**config.mk**
```make
export PLATFORM = sky130hd
export DESIGN_NAME = uart_tx_fifo
export DESIGN_NICKNAME = d
export VERILOG_FILES = /design/src/rtl/uart_tx_fifo.sv
export SDC_FILE = /design/constraint.sdc
export NUM_CORES = 1
export LEC_CHECK = 0
export BUFFER_PORTS_ARGS = -buffer_cell sky130_fd_sc_hd__buf_2
export CAP_MARGIN = 30
export CORE_MARGIN = 10
export CORE_UTILIZATION = 58
export DETAILED_ROUTE_END_ITERATION = 10
export PLACE_DENSITY_LB_ADDON = 0.2
export SLEW_MARGIN = 20
export SYNTH_ARGS = -nofsm -noshare
export SYNTH_HDL_FRONTEND = slang
export SYNTH_SLANG_ARGS = --single-unit
```
**constraint.sdc**
```tcl
create_clock -name clk -period 3 [get_ports clk]
set_input_delay 0.45 -clock clk [delete_from_list [all_inputs] [get_ports clk]]
set_output_delay 0.45 -clock clk [all_outputs]
set_load 0.005 [all_outputs]
```
**src/rtl/uart_tx_fifo.sv**
```systemverilog
// Wishbone UART transmitter (8N1) fed by a 2^DEPTH_LOG2-byte FIFO, with a drain interrupt.
// Define UART_TX_PARITY_EN to insert a parity bit (even, or odd when CTRL[2]=1).
module uart_tx_fifo #(
  parameter int DEPTH_LOG2 = 4,
  parameter int PSIZE      = 16,
  parameter int DIV_RST    = 346
) (
  input  logic        clk,
  input  logic        rst_n,
  input  logic        wbs_cyc_i,
  input  logic        wbs_stb_i,
  input  logic        wbs_we_i,
  input  logic [31:0] wbs_adr_i,
  input  logic [31:0] wbs_dat_i,
  input  logic [3:0]  wbs_sel_i,
  output logic [31:0] wbs_dat_o,
  output logic        wbs_ack_o,
  output logic        irq,
  output logic        txd
);

  localparam int DEPTH = 1 << DEPTH_LOG2;

`ifdef UART_TX_PARITY_EN
  typedef enum logic [2:0] {S_IDLE, S_START, S_DATA, S_PARITY, S_STOP} state_t;
`else
  typedef enum logic [2:0] {S_IDLE, S_START, S_DATA, S_STOP} state_t;
`endif

  logic                  r_ack;
  logic [31:0]           r_rdata;
  logic [PSIZE-1:0]      r_div;
  logic [PSIZE-1:0]      r_cnt;
  logic                  r_txEn;
  logic                  r_irqEn;
  logic                  r_odd;
  logic                  r_ovf;
  logic [7:0]            r_mem [DEPTH];
  logic [DEPTH_LOG2-1:0] r_wrPtr;
  logic [DEPTH_LOG2-1:0] r_rdPtr;
  logic [DEPTH_LOG2:0]   r_count;
  state_t                r_state;
  state_t                w_nextState;
  logic [7:0]            r_shift;
  logic [2:0]            r_bitIdx;
  logic                  r_parity;

  logic        w_req, w_wr, w_rd, w_pushReq, w_pushOk, w_ovfSet, w_ovfClr;
  logic        w_full, w_empty, w_busy, w_pop, w_bitEnd;
  logic [1:0]  w_adr;
  logic [31:0] w_status, w_rdMux;
  logic        w_unused;

  assign w_adr     = wbs_adr_i[3:2];
  assign w_req     = wbs_cyc_i & wbs_stb_i & ~r_ack;
  assign w_wr      = w_req & wbs_we_i;
  assign w_rd      = w_req & ~wbs_we_i;
  assign w_full    = (r_count == (DEPTH_LOG2+1)'(DEPTH));
  assign w_empty   = (r_count == '0);
  assign w_busy    = (r_state != S_IDLE);
  assign w_bitEnd  = (r_cnt == '0);
  assign w_pushReq = w_wr & (w_adr == 2'd0) & wbs_sel_i[0];
  // A pop in the same cycle frees a slot, so a push to a full FIFO still lands.
  assign w_pushOk  = w_pushReq & (~w_full | w_pop);
  assign w_ovfSet  = w_pushReq & w_full & ~w_pop;
  assign w_ovfClr  = w_wr & (w_adr == 2'd1) & wbs_sel_i[0] & wbs_dat_i[3];
  assign w_unused  = ^{wbs_adr_i[31:4], wbs_adr_i[1:0], wbs_dat_i, wbs_sel_i};

  always_ff @(posedge clk or negedge rst_n) begin
    if (!rst_n) begin
      r_ack   <= 1'b0;
      r_rdata <= '0;
    end else begin
      r_ack   <= w_req;
      r_rdata <= w_rd ? w_rdMux : '0;
    end
  end

  always_ff @(posedge clk or negedge rst_n) begin
    if (!rst_n) begin
      r_div   <= PSIZE'(DIV_RST);
      r_txEn  <= 1'b0;
      r_irqEn <= 1'b0;
      r_odd   <= 1'b0;
      r_ovf   <= 1'b0;
    end else begin
      if (w_wr && w_adr == 2'd2) begin
        for (int i = 0; i < PSIZE; i++) begin
          if (wbs_sel_i[i/8]) r_div[i] <= wbs_dat_i[i];
        end
      end
      if (w_wr && w_adr == 2'd3 && wbs_sel_i[0]) begin
        r_txEn  <= wbs_dat_i[0];
        r_irqEn <= wbs_dat_i[1];
`ifdef UART_TX_PARITY_EN
        r_odd   <= wbs_dat_i[2];
`endif
      end
      if (w_ovfSet) r_ovf <= 1'b1;
      else if (w_ovfClr) r_ovf <= 1'b0;
    end
  end

  always_ff @(posedge clk) begin
    if (w_pushOk) r_mem[r_wrPtr] <= wbs_dat_i[7:0];
  end

  always_ff @(posedge clk or negedge rst_n) begin
    if (!rst_n) begin
      r_wrPtr <= '0;
      r_rdPtr <= '0;
      r_count <= '0;
    end else begin
      if (w_pushOk) r_wrPtr <= r_wrPtr + DEPTH_LOG2'(1);
      if (w_pop)    r_rdPtr <= r_rdPtr + DEPTH_LOG2'(1);
      case ({w_pushOk, w_pop})
        2'b10:   r_count <= r_count + (DEPTH_LOG2+1)'(1);
        2'b01:   r_count <= r_count - (DEPTH_LOG2+1)'(1);
        default: r_count <= r_count;
      endcase
    end
  end

  always_comb begin
    w_status = '0;
    w_status[0] = w_busy;
    w_status[1] = w_full;
    w_status[2] = w_empty;
    w_status[3] = r_ovf;
    w_status[8 +: DEPTH_LOG2+1] = r_count;
    w_rdMux = '0;
    case (w_adr)
      2'd1: w_rdMux = w_status;
      2'd2: w_rdMux[PSIZE-1:0] = r_div;
      2'd3: w_rdMux[2:0] = {r_odd, r_irqEn, r_txEn};
      default: w_rdMux = '0;
    endcase
  end

  always_ff @(posedge clk or negedge rst_n) begin
    if (!rst_n) r_state <= S_IDLE;
    else        r_state <= w_nextState;
  end

  // tx_en only gates leaving IDLE, so a frame in flight always completes.
  always_comb begin
    w_nextState = r_state;
    w_pop = 1'b0;
    case (r_state)
      S_IDLE: if (r_txEn && !w_empty) begin
        w_pop = 1'b1;
        w_nextState = S_START;
      end
      S_START: if (w_bitEnd) w_nextState = S_DATA;
`ifdef UART_TX_PARITY_EN
      S_DATA:   if (w_bitEnd && r_bitIdx == 3'd7) w_nextState = S_PARITY;
      S_PARITY: if (w_bitEnd) w_nextState = S_STOP;
`else
      S_DATA:   if (w_bitEnd && r_bitIdx == 3'd7) w_nextState = S_STOP;
`endif
      S_STOP: if (w_bitEnd) w_nextState = S_IDLE;
      default: w_nextState = S_IDLE;
    endcase
  end

  // The bit counter reloads from DIV at every bit boundary, so DIV writes apply to the next bit.
  always_ff @(posedge clk or negedge rst_n) begin
    if (!rst_n) begin
      r_shift  <= '0;
      r_cnt    <= '0;
      r_bitIdx <= '0;
      r_parity <= 1'b0;
    end else if (w_pop) begin
      r_shift  <= r_mem[r_rdPtr];
      r_cnt    <= r_div;
      r_bitIdx <= '0;
      r_parity <= (^r_mem[r_rdPtr]) ^ r_odd;
    end else if (r_state != S_IDLE) begin
      if (w_bitEnd) begin
        r_cnt <= r_div;
        if (r_state == S_DATA) begin
          r_shift  <= {1'b0, r_shift[7:1]};
          r_bitIdx <= r_bitIdx + 3'd1;
        end
      end else begin
        r_cnt <= r_cnt - PSIZE'(1);
      end
    end
  end

  always_comb begin
    txd = 1'b1;
    case (r_state)
      S_START:  txd = 1'b0;
      S_DATA:   txd = r_shift[0];
`ifdef UART_TX_PARITY_EN
      S_PARITY: txd = r_parity;
`endif
      default:  txd = 1'b1;
    endcase
  end

  assign wbs_ack_o = r_ack;
  assign wbs_dat_o = r_rdata;
  assign irq       = r_irqEn & w_empty & ~w_busy;

endmodule

```
======== Word level (Yosys, flattened, before mapping) ========
Memories as Yosys holds them, arrays and structs flattened.
Index checks and enable logic that the tools add are counted.
W data, S select, Z words.
word-level totals
  word-level logic and storage cells ...... 102
  register bits after elaboration ......... 79
  bits of input ports ..................... 73
  output and inout port bits .............. 35
  memory bits (writable) .................. 128
  memories ................................ 1
cells by class
  mux-type cells .......................... 27
  equal/unequal tests ..................... 14
  reduce and logical (&&, ||, !) cells .... 20
  add/sub/neg operators ................... 6
  bitwise gates (word level) .............. 20
memory list
  name   depth  width  read ports  clocked after memory_dff  wr ports  RTL line  source
  r_mem  16     8      1           0                         1         38        logic [7:0] r_mem [DEPTH];
operators with widths
  kind                     count
  $mux W16                 4
  $mux W8                  4
  $pmux W13 S2             1
  $mux W3                  8
  $logic_not A16 Y1        1
  $sub A16 B1 Y16 const B  1
  $and A1 B1 Y1            14
  $pmux W3 S4              1
  $pmux W5 S2              1
  $reduce_bool A2 Y1       5
  $pmux W3 S3              1
  $add A4 B1 Y4 const B    2
  $ne A2 B2 Y1 const B     4
  $eq A2 B2 Y1 const B     3
  $eq A3 B2 Y1 const B     2
  $mux W1                  6
  $add A5 B1 Y5 const B    1
  $eq A5 B5 Y1 const B     1
  $logic_and A1 B1 Y1      5
  $logic_not A5 Y1         1
  $not A1 Y1               5
  $sub A5 B1 Y5 const B    1
  $eq A2 B1 Y1 const B     2
  $reduce_and A2 Y1        2
  other kinds (11)         11

======== Depth between registers and ports, before layout ========
  depth in word-level cells ............... 9
  gate-level depth with buffers ........... 12
  mapped depth without buffers ............ 12

======== Worst setup path before layout ========
No wires, ideal clock.
  kind .................................... register to register
  start ................................... register r_state[0]
  end ..................................... memory r_mem[4][0], enable pin
  cell stages (with the launch flop) ...... 8
  slack ................................... 0.626 ns
  required time ........................... 2.617 ns
  library setup time ...................... 0.383 ns
  data arrival time ....................... 1.990 ns
  clock period less this slack ............ 2.374 ns
  buffers on the path ..................... 1
  cells stage by stage .................... dfrtp_1 inv_1 ha_1 nand2_1 a311oi_1 buf_2 nand2_1 nor3_1
on the way
  cells in the longest elaborated chain, start to end .. 6
ends and longest elaborated chain
  item                           RTL line  source
  start, declared                42        state_t r_state;
  start signal, assigned         142       else r_state <= w_nextState;
  $logic_not A3 Y1               149       case (r_state)
  $mux W1                        149
  $or A1 B1 Y1                   64        assign w_pushOk = w_pushReq & (~w_full | w_pop);
  $and A1 B1 Y1                  64
  $mux W1                        105       if (w_pushOk) r_mem[r_wrPtr] <= wbs_dat_i[7:0];
  $mux W1 (implied by the code)  105
  end, declared                  38
No other way between the ends.

======== Worst setup path in the final report ========
  start ................................... register r_state[0]
  end ..................................... memory r_mem[0][5], enable pin
The elaborated chain is that of the path after synthesis.

==> out/results.tsv <==
stage	metric	value	unit
status	outcome	complete, but fails checks	
status	violations	negative hold slack	
final_layout	final_util	67.3	%
worst_setup_path	r2r-start	r_state[0]$_DFFE_PN0P_	
final_layout	design_area	10300	sq um
timing	finalHoldViolCount	43	
logic_synthesis	ys_warn_count	1	
routing	drt_iter0_drc	636	
logic_synthesis	ys_types	65	
logic_synthesis	synthArstFlopShare	37.9	%
die	die_area	21200	sq um
routing	route.detailed.drc	0	
timing	rsz0062_at_grt	no	
worst_setup_path	crit_path_cell_trace	inv_1 -> ha_1 -> nand2_1 -> a311oi_1 -> buf_4 -> nor3b_1 -> and2_1	
timing	period_share	90.4	%
worst_setup_path	critical-path-slowest-cell	and2_1	
worst_setup_path	slowest_delay	0.49	ns
timing	setup_viol	0	
final_layout	layout-drive-gt1-share	22.4	%
clock_network	ctsResizeCount	0	
routing	firstDrtPassIters	8	
power	leakage	4.04	nW
routing	drt-met1-wl	8.54	mm
power	ir_drop	0.599	mV
routing	wl_met2	9.55	mm
worst_setup_path	rrSetupSlack	0.29	ns
routing	wirelength	19.4	mm
global_routing	grt_pass1_vias	5825	
worst_setup_path	worstSetupEndpointType	flop	
final_layout	nets	797	
global_routing	grt.total_usage	18.3	%
worst_setup_path	arrival	2.84	ns
power	finalPower	8.66	mW
worst_hold_path	hold_path.class	input port to asynchronous set/reset pin	
routing	met3_length	1.01	mm
routing	ant_nets	0	
clock_network	clk-insertion-delay-late	0.50	ns
placed_design	gp_congestion	0.842	
global_routing	overflow	0	
logic_synthesis	synth_seq_cells	206	
clock_network	cts_buffers	22	
placed_design	place_ws	0.330	ns
global_routing	grt_pass1_wl	31.8	mm
worst_setup_path	crit_type	flop to flop	
routing	highest_layer	met4	
die	start_util	59.7	%
power	p_per_area	837	nW/um^2
placed_design	placedInstanceArea	9640	sq um
final_layout	layout_common_cells	edfxtp_1 (128), dfrtp_1 (72), buf_2 (42)	
routing	wire_per_inst	20.9	microns
worst_setup_path	critPathBufInv	2	
worst_setup_path	cp.required	3.13	ns
die	io_pins	108	
worst_setup_path	cp-start-kind	flop	
final_layout	final_common_cell	edfxtp_1	
logic_synthesis	syn-instance-count	641	
timing	min_period	2.71	ns
final_layout	area_growth_syn_to_layout	12.8	%
logic_synthesis	syn_area	9170	sq um
clock_network	cts.clk_slew.worst_paths	0.06	ns
worst_setup_path	crit_fanout	11	
die	fp-row-count	45	
final_layout	antenna_cells	0	
placed_design	port_buffers	43	
timing	setup_tns	0	ns
flow_run	drv_cap	0	
logic_synthesis	ys.flop_type	edfxtp_1	
clock_network	clkSinkCount	206	
timing	worst_hold_slack	-0.0339	ns
timing	fin_ws	0.289	ns
clock_network	cts_max_level	1	
clock_network	cts_tree	built	
worst_setup_path	crit_start	r_state[0]$_DFFE_PN0P_	
routing	vias	5590	
die	die_h	146	microns
die	die_x	146	microns
global_routing	grt_max_degree	79	
routing	via_per_inst	6.02	
timing	finalClockSkew	0.0139	ns
die	core_area	15400	sq um
logic_synthesis	yosysSeqAreaShare	63.3	%
logic_synthesis	synth_edf_count	128	
timing	maxSlewViolCount	0	
placed_design	dp_hpwl	13.4	mm
clock_network	cts_root_buffer	clkbuf_16	
timing	tightest_slew	0.817	ns
clock_network	hold_buffers	0	
clock_network	clk_path_buf_depth	3	
global_routing	antenna_found_initial	0	
logic_synthesis	synth_area_per_cell	14.3	sq um
worst_setup_path	critPathTopFamily	simple AND/OR/NAND/NOR gates	
timing	max_slew_margin	45.5	%
timing	fmax	369	MHz
clock_network	cts_setup_buffers	0	
## worst reg2reg max path: stages, from the launching register on
cell	delay, ns
dfrtp_1	0.40
inv_1	0.12
ha_1	0.28
nand2_1	0.15
a311oi_1	0.35
buf_4	0.24
nor3b_1	0.31
and2_1	0.49
## where the power goes
part / total [mW] / internal, mW / switching [mW]
Clock: 2.55 / 1.51 / 1.04
Sequential: 3.79 / 3.33 / 0.464
Combinational: 2.32 / 1.08 / 1.25
Total: 8.66 / 5.91 / 2.75
## synth_stat cells (all sizes together), types with 2 or more instances
cell | number | area share, %
or3 | 5 | 0.40
nand4 | 5 | 0.50
and3 | 19 | 1.3
nor3b | 2 | 0.16
ha | 21 | 2.9
nor4 | 3 | 0.53
dfrtp | 73 | 20
inv | 26 | 1.1
nand2b | 3 | 0.20
edfxtp | 128 | 42
o22ai | 8 | 0.55
buf | 34 | 2.4
o211ai | 5 | 0.41
nand3 | 19 | 1.0
a211oi | 4 | 0.33
and2 | 11 | 0.75
nand3b | 2 | 0.16
nor3 | 11 | 0.78
o22a | 2 | 0.19
o21ai | 20 | 1.1
a21oi | 20 | 1.3
nor2b | 3 | 0.20
nor2 | 36 | 1.5
mux2i | 21 | 2.3
a22oi | 21 | 1.7
or4 | 4 | 0.33
a221oi | 2 | 0.19
xor2 | 2 | 0.19
a221o | 3 | 0.33
mux2 | 23 | 2.8
a311oi | 2 | 0.19
nand2 | 33 | 1.4
clkbuf | 11 | 0.45
xnor2 | 9 | 0.86
dfstp | 5 | 1.4
a21o | 3 | 0.25
o41ai | 2 | 0.19
mux4 | 26 | 6.4
## path summary, 6_finish.rpt
| check | endpoint | depth (start not counted) |
|---|---|---|
| setup / recovery | r_mem[0][5]$_DFFE_PP_ | 7 |
| hold / removal | r_state[1]$_DFFE_PN0P_ | 1 |
| setup reg to reg | r_mem[0][5]$_DFFE_PP_ | 7 |
| hold reg to reg | r_ovf$_DFFE_PN0P_ | 2 |
| max in group asynchronous | r_div[3]$_DFFE_PN1P_ | 2 |
| min in group clk | r_div[12]$_DFFE_PN0P_ | 3 |
## area by class of cell
| class | instances | area [sq um] |
|---|---|---|
| Clock inverter | 12 | 80.1 |
| Multi-Input combinational cell | 379 | 3070 |
| Timing Repair Buffer | 67 | 423 |
| Fill cell | 1077 | 5030 |
| Tap cell | 211 | 264 |
| Sequential cell | 206 | 5800 |
| Inverter | 26 | 97.6 |
| Clock buffer | 28 | 604 |
## stage by stage
stage,hold WS (ns),instances
2_1_floorplan,0.154,656
3_3_place_gp,0.457,888
3_5_place_dp,0.471,888
4_1_cts,0.146,928
5_1_grt,0.0101,929
6_report,-0.0339,929
## layer usage
metal  vias to the layer above  global-route usage (%)
li1                       2512                       -
met2                       174                    29.7
met5                         -                       0
met4                         0                    4.35
met1                      2871                    25.4
met3                        33                    3.10
## state kept, by name, indices dropped and copies added, names as in the netlist, 2 cells and up
name / cells
r_div: 16
wbs_dat_o: 16
r_bitIdx: 3
r_count: 5
r_mem: 128
r_state: 2
r_rdPtr: 4
r_wrPtr: 4
r_cnt: 16
r_shift: 8
## cells by family (layout without fill, tap and decap cells)
family | count (synthesis) | in the layout | share of synthesized area (%)
flip-flops | 206 | 206 | 63.3
other | 1 | 16 | 0.0409
adder cells (fa/ha/maj) | 22 | 22 | 3.08
AND/OR/NAND/NOR | 162 | 162 | 9.74
XOR/XNOR | 11 | 11 | 1.05
multiplexers | 70 | 70 | 11.5
AO/OA/AOI/OAI | 98 | 98 | 7.42
buffers and inverters | 71 | 133 | 3.89
Power figures use the tool's default switching activity.
